File: src/rtl/store_packer.sv
// Store lane packer + 2-entry in-order write buffer; accept-to-mem_req latency 1 cycle.
// Backpressure: st_ready drops when both entries are held; the head is held stable until mem_ack.
module store_packer #(
  parameter int DEPTH = 2
) (
  input  logic        clk,
  input  logic        rst_n,
  input  logic        st_valid,
  output logic        st_ready,
  input  logic [31:0] st_addr,
  input  logic [31:0] st_data,
  input  logic [1:0]  st_size,
  output logic        mem_req,
  input  logic        mem_ack,
  output logic [31:0] mem_addr,
  output logic [31:0] mem_wdata,
  output logic [3:0]  mem_be,
  output logic        misalign,
  output logic [31:0] misalign_addr,
  output logic [1:0]  count
);

  typedef struct packed {
    logic [31:0] addr;
    logic [31:0] wdata;
    logic [3:0]  be;
  } entry_t;

  entry_t      buf_q [2];
  logic        wr_ptr;
  logic        rd_ptr;
  logic [1:0]  count_q;
  logic        misalign_q;
  logic [31:0] misalign_addr_q;

  entry_t      pack;
  logic        bad_align;
  logic        accept;
  logic        push;
  logic        pop;

  always_comb begin
    pack       = '0;
    pack.addr  = {st_addr[31:2], 2'b00};
    bad_align  = 1'b0;
    case (st_size)
      2'b00: begin
        pack.wdata = 32'(st_data[7:0]) << {st_addr[1:0], 3'b000};
        pack.be    = 4'b0001 << st_addr[1:0];
      end
      2'b01: begin
        bad_align = st_addr[0];
        if (st_addr[1]) begin
          pack.wdata = {st_data[15:0], 16'h0000};
          pack.be    = 4'b1100;
        end else begin
          pack.wdata = {16'h0000, st_data[15:0]};
          pack.be    = 4'b0011;
        end
      end
      2'b10: begin
        bad_align  = (st_addr[1:0] != 2'b00);
        pack.wdata = st_data;
        pack.be    = 4'b1111;
      end
      default: bad_align = 1'b1;
    endcase
  end

  // Ready comes only from registered count, so a same-cycle pop never frees a slot early.
  assign st_ready = (count_q < 2'(DEPTH));
  assign accept   = st_valid & st_ready;
  assign push     = accept & ~bad_align;
  assign mem_req  = (count_q != 2'd0);
  assign pop      = mem_req & mem_ack;

  always_ff @(posedge clk or negedge rst_n) begin
    if (!rst_n) begin
      for (int i = 0; i < 2; i++) buf_q[i] <= '0;
      wr_ptr  <= 1'b0;
      rd_ptr  <= 1'b0;
      count_q <= 2'd0;
    end else begin
      if (push) begin
        buf_q[wr_ptr] <= pack;
        wr_ptr        <= wr_ptr + 1'b1;
      end
      if (pop) rd_ptr <= rd_ptr + 1'b1;
      case ({push, pop})
        2'b10:   count_q <= count_q + 2'd1;
        2'b01:   count_q <= count_q - 2'd1;
        default: count_q <= count_q;
      endcase
    end
  end

  always_ff @(posedge clk or negedge rst_n) begin
    if (!rst_n) begin
      misalign_q      <= 1'b0;
      misalign_addr_q <= 32'h0;
    end else begin
      misalign_q <= accept & bad_align;
      if (accept & bad_align) misalign_addr_q <= st_addr;
    end
  end

  assign mem_addr      = buf_q[rd_ptr].addr;
  assign mem_wdata     = buf_q[rd_ptr].wdata;
  assign mem_be        = buf_q[rd_ptr].be;
  assign count         = count_q;
  assign misalign      = misalign_q;
  assign misalign_addr = misalign_addr_q;

endmodule

File: config.mk
export PLATFORM = sky130hd
export DESIGN_NAME = store_packer
export DESIGN_NICKNAME = d
export VERILOG_FILES = /design/src/rtl/store_packer.sv
export SDC_FILE = /design/constraint.sdc
export NUM_CORES = 1
export LEC_CHECK = 0
export BUFFER_PORTS_ARGS = -buffer_cell sky130_fd_sc_hd__buf_2
export CAP_MARGIN = 5
export CORE_MARGIN = 1
export CORE_UTILIZATION = 56
export CTS_BUF_LIST = sky130_fd_sc_hd__clkbuf_4 sky130_fd_sc_hd__clkbuf_8
export CTS_CLUSTER_DIAMETER = 120
export DETAILED_ROUTE_END_ITERATION = 16
export PLACE_DENSITY = 0.83
export SLEW_MARGIN = 20
export SYNTH_ARGS = -nofsm -noshare
export SYNTH_HDL_FRONTEND = slang
export SYNTH_SLANG_ARGS = --single-unit
export TNS_END_PERCENT = 1
File: constraint.sdc
create_clock -name clk -period 2.16 [get_ports clk]
set_input_delay 0.648 -clock clk [delete_from_list [all_inputs] [get_ports clk]]
set_output_delay 0.648 -clock clk [all_outputs]
set_load 0.05 [all_outputs]
==> reports/metrics.csv <==
metric;value;unit
DP Worst Slack;0.0187;ns
adder-cell share of the synthesized area;0.167;%
Routed Antenna Nets;0;
# setup viols final;66;
fin crit share;109;%
crit path capture type;output pin;
Fmax;425;MHz
number of buffers and inverters on the critical path;3;
ratio of cells with drive above 1 in the final layout;51.2;%
Avg Vias per Cell;5.66;
WP data arrival;1.70;ns
vias in the first global route;5657;
clock tree buffer depth;2;
Starting Density;58.5;%
initial antenna violation count;1;
worst hold slack;0.0742;ns
total track usage;27.5;%
residual DRC count;0;
Seq cells post-synth;169;
io pins;175;
Worst path depth;4;
main combinational cell family by area after synthesis;multiplexers;
sequential fraction of the synthesis area;56.3;%
Initial DRC Count;286;
H-tree Lvls;4;
mux contribution to synthesized area;24.9;%
final hold vios;0;
critical-path cell list;buf_12, clkbuf_16, mux2_2, buf_6;
Avg WL per Cell;19.5;um
MaxCap Viol Count;0;
TritonCTS clock tree;done;
Area contributors post-synth;dfrtp_1 (56%), mux2_2 (24%), o21ai_0 (4.5%);
Synth Area in Simple Gates;6.38;%
# placed instances;912;
synthesized area;7510;sq um
Fin Setup TNS;-11.00;ns
Antenna Cells;0;
Clock Sinks;169;
Worst EP required;1.51;ns
Area growth syn-to-layout;29.7;%
number of buffers added on ports;172;
RSZ-0062 raised after global routing;true;
Slew Viols, Final;0;
RePlAce Congestion;0.891;
clock latency on the worst-skew pair;0.46;ns
Compound-Gate Fraction of Synth Area;8.72;%
Slowest cell on crit path;dfrtp_2;
DR vias;5373;
CP top delay family;buffers and inverters;
core footprint;12800;sq um
Worst slew margin;62.0;%
Root Buffer;clkbuf_8;
Clock Skew;0.00488;ns
Max stage delay on crit path;0.40;ns
Mapped Cells;589;
Worst Setup Start Kind;flop;
worst r2r path cells;4;
Crit Path Class;reg -> out;
Ys Warns;0;
row cnt;41;
CP max FO;8;
TritonRoute pass-1 iters;5;
Die Area;13900;sq um
cell taking the most area after synthesis;dfrtp_1;
final worst setup slack;-0.191;ns
cts hold-fix bufs;0;
CTS buffer count;17;
first-pass GRT wire length;29600;um
GRT Residual Overflow;0;
xor-xnor portion of the synthesized cell area;0.467;%
Finished Layout Cells;950;
CTS clk-pin slew, worst paths;0.09;ns
Final #Nets;837;
Yosys top cell area share;56.3;%
DPL Wire Length;11700;um
largest net degree at the start of global routing;67;
Yosys cell types;37;
violated checks;setup timing;
die width;118;um
Hold Crit Class;in -> async;
Die Height;118;um
final WL;18500;um
Fill cells;790;
Worst-Margin Slew;0.570;ns
syn avg cell area;12.7;sq um
status;finished, violations left;
post-layout min period;2.35;ns
[registers in the layout (all words and copies together) (netlist names)]
register,flops
buf_q,132
count,2
misalign,1
misalign_addr,32
rd_ptr,1
wr_ptr,1
[layer usage]
metal  up-vias  part of all wire [%]  GRT usage (%)  wire [um]
met2       198                    51           46.6       9400
met3        23                   7.3           6.83       1340
met1      2699                    41           34.5       7490
met4         0                   1.4           9.46        252
li1       2453                     -              -          -
met5         -                     0              0          0
[worst reg2reg max path, stage by stage, from the launching register on]
cell	delay [ns]
dfrtp_1	0.41
and2b_1	0.35
nor3b_4	0.31
buf_12	0.23
mux2_2	0.40
[through the flow]
| step | instance area, sq um | utilization [%] |
|---|---|---|
| final | 9740 | 75.9 |
| after global routing | 9740 | 75.9 |
| after CTS | 9640 | 75.2 |
| after detailed placement | 8620 | 67.2 |
| after global placement | 8620 | 67.2 |
| after floorplan | 7510 | - |
[final cells by class]
| cell class | instances | area (sq um) | area share [%] |
|---|---|---|---|
| flip-flops and latches | 169 | 4230 | 43.4 |
| well taps | 172 | 215 | 2.21 |
| inverters | 2 | 7.51 | 0.0771 |
| repair buffers | 197 | 1700 | 17.4 |
| clock inverters | 11 | 194 | 1.99 |
| multi-input cells | 379 | 3120 | 32.1 |
| clock buffers | 20 | 269 | 2.76 |
[cells in the mapped netlist]
| master | count |
|---|---|
| mux2i_1 | 2 |
| nor3_4 | 1 |
| o21bai_1 | 1 |
| nor4b_2 | 1 |
| or2_2 | 1 |
| o211ai_4 | 2 |
| ha_1 | 1 |
| nor3b_2 | 1 |
| a22oi_1 | 8 |
| a221oi_1 | 11 |
| inv_1 | 2 |
| and3_1 | 8 |
| buf_2 | 10 |
| clkbuf_1 | 15 |
| conb_1 | 1 |
| buf_4 | 9 |
| a21oi_2 | 1 |
| nand2_1 | 77 |
| buf_1 | 3 |
| and2_1 | 1 |
| buf_6 | 3 |
| nor2b_1 | 2 |
| a21oi_1 | 8 |
| dfrtp_1 | 169 |
| mux2_2 | 159 |
| or2b_1 | 1 |
| o21ai_0 | 68 |
| nor3b_4 | 1 |
| a21o_2 | 1 |
| and2b_1 | 1 |
| xor2_1 | 1 |
| nor2_1 | 2 |
| mux2_1 | 5 |
| nor3b_1 | 3 |
| xnor2_1 | 3 |
| and2_2 | 1 |
| a32o_1 | 5 |
[final timing paths]
kind,startpoint,to,slack [ns]
min in group clk,st_addr[28],buf_q[132],0.42
setup / recovery,rd_ptr,mem_addr[5],-0.19
hold / removal,rst_n,buf_q[13],0.07
max in group asynchronous,rst_n,rd_ptr,1.48
setup reg to reg,count[1],misalign_addr[3],0.34
hold reg to reg,buf_q[76],buf_q[76],0.48
[cell families (layout without fill, tap and decap cells)]
family | after synthesis | count (layout)
buf+inv | 42 | 230
mux | 166 | 166
other cells | 1 | 2
fa+ha+maj | 1 | 1
flops | 169 | 169
xor+xnor | 4 | 4
simple gates | 101 | 101
compound gates | 105 | 105
[repair_timing]
| item | in CTS | in global routing |
|---|---|---|
| gates cloned | 4 | 1 |
| setup buffers | 2 | 0 |
| endpoints found under the setup margin | 66 | 66 |
| resized for setup | 138 | 18 |
[placed cells by master, fill, tap and decap left out, types with 10 or more instances in the layout]
cell type    n
o21ai_0     68
mux2_4      18
dfrtp_1    168
nand2_1     77
buf_2      105
buf_4       10
mux2_2     141
buf_6       65
clkbuf_8    19
buf_12      10
a221oi_1    11
Power is left out: the tool's default activity adds up to more than one toggle a clock period on the data nets, which glitch-free logic cannot reach.
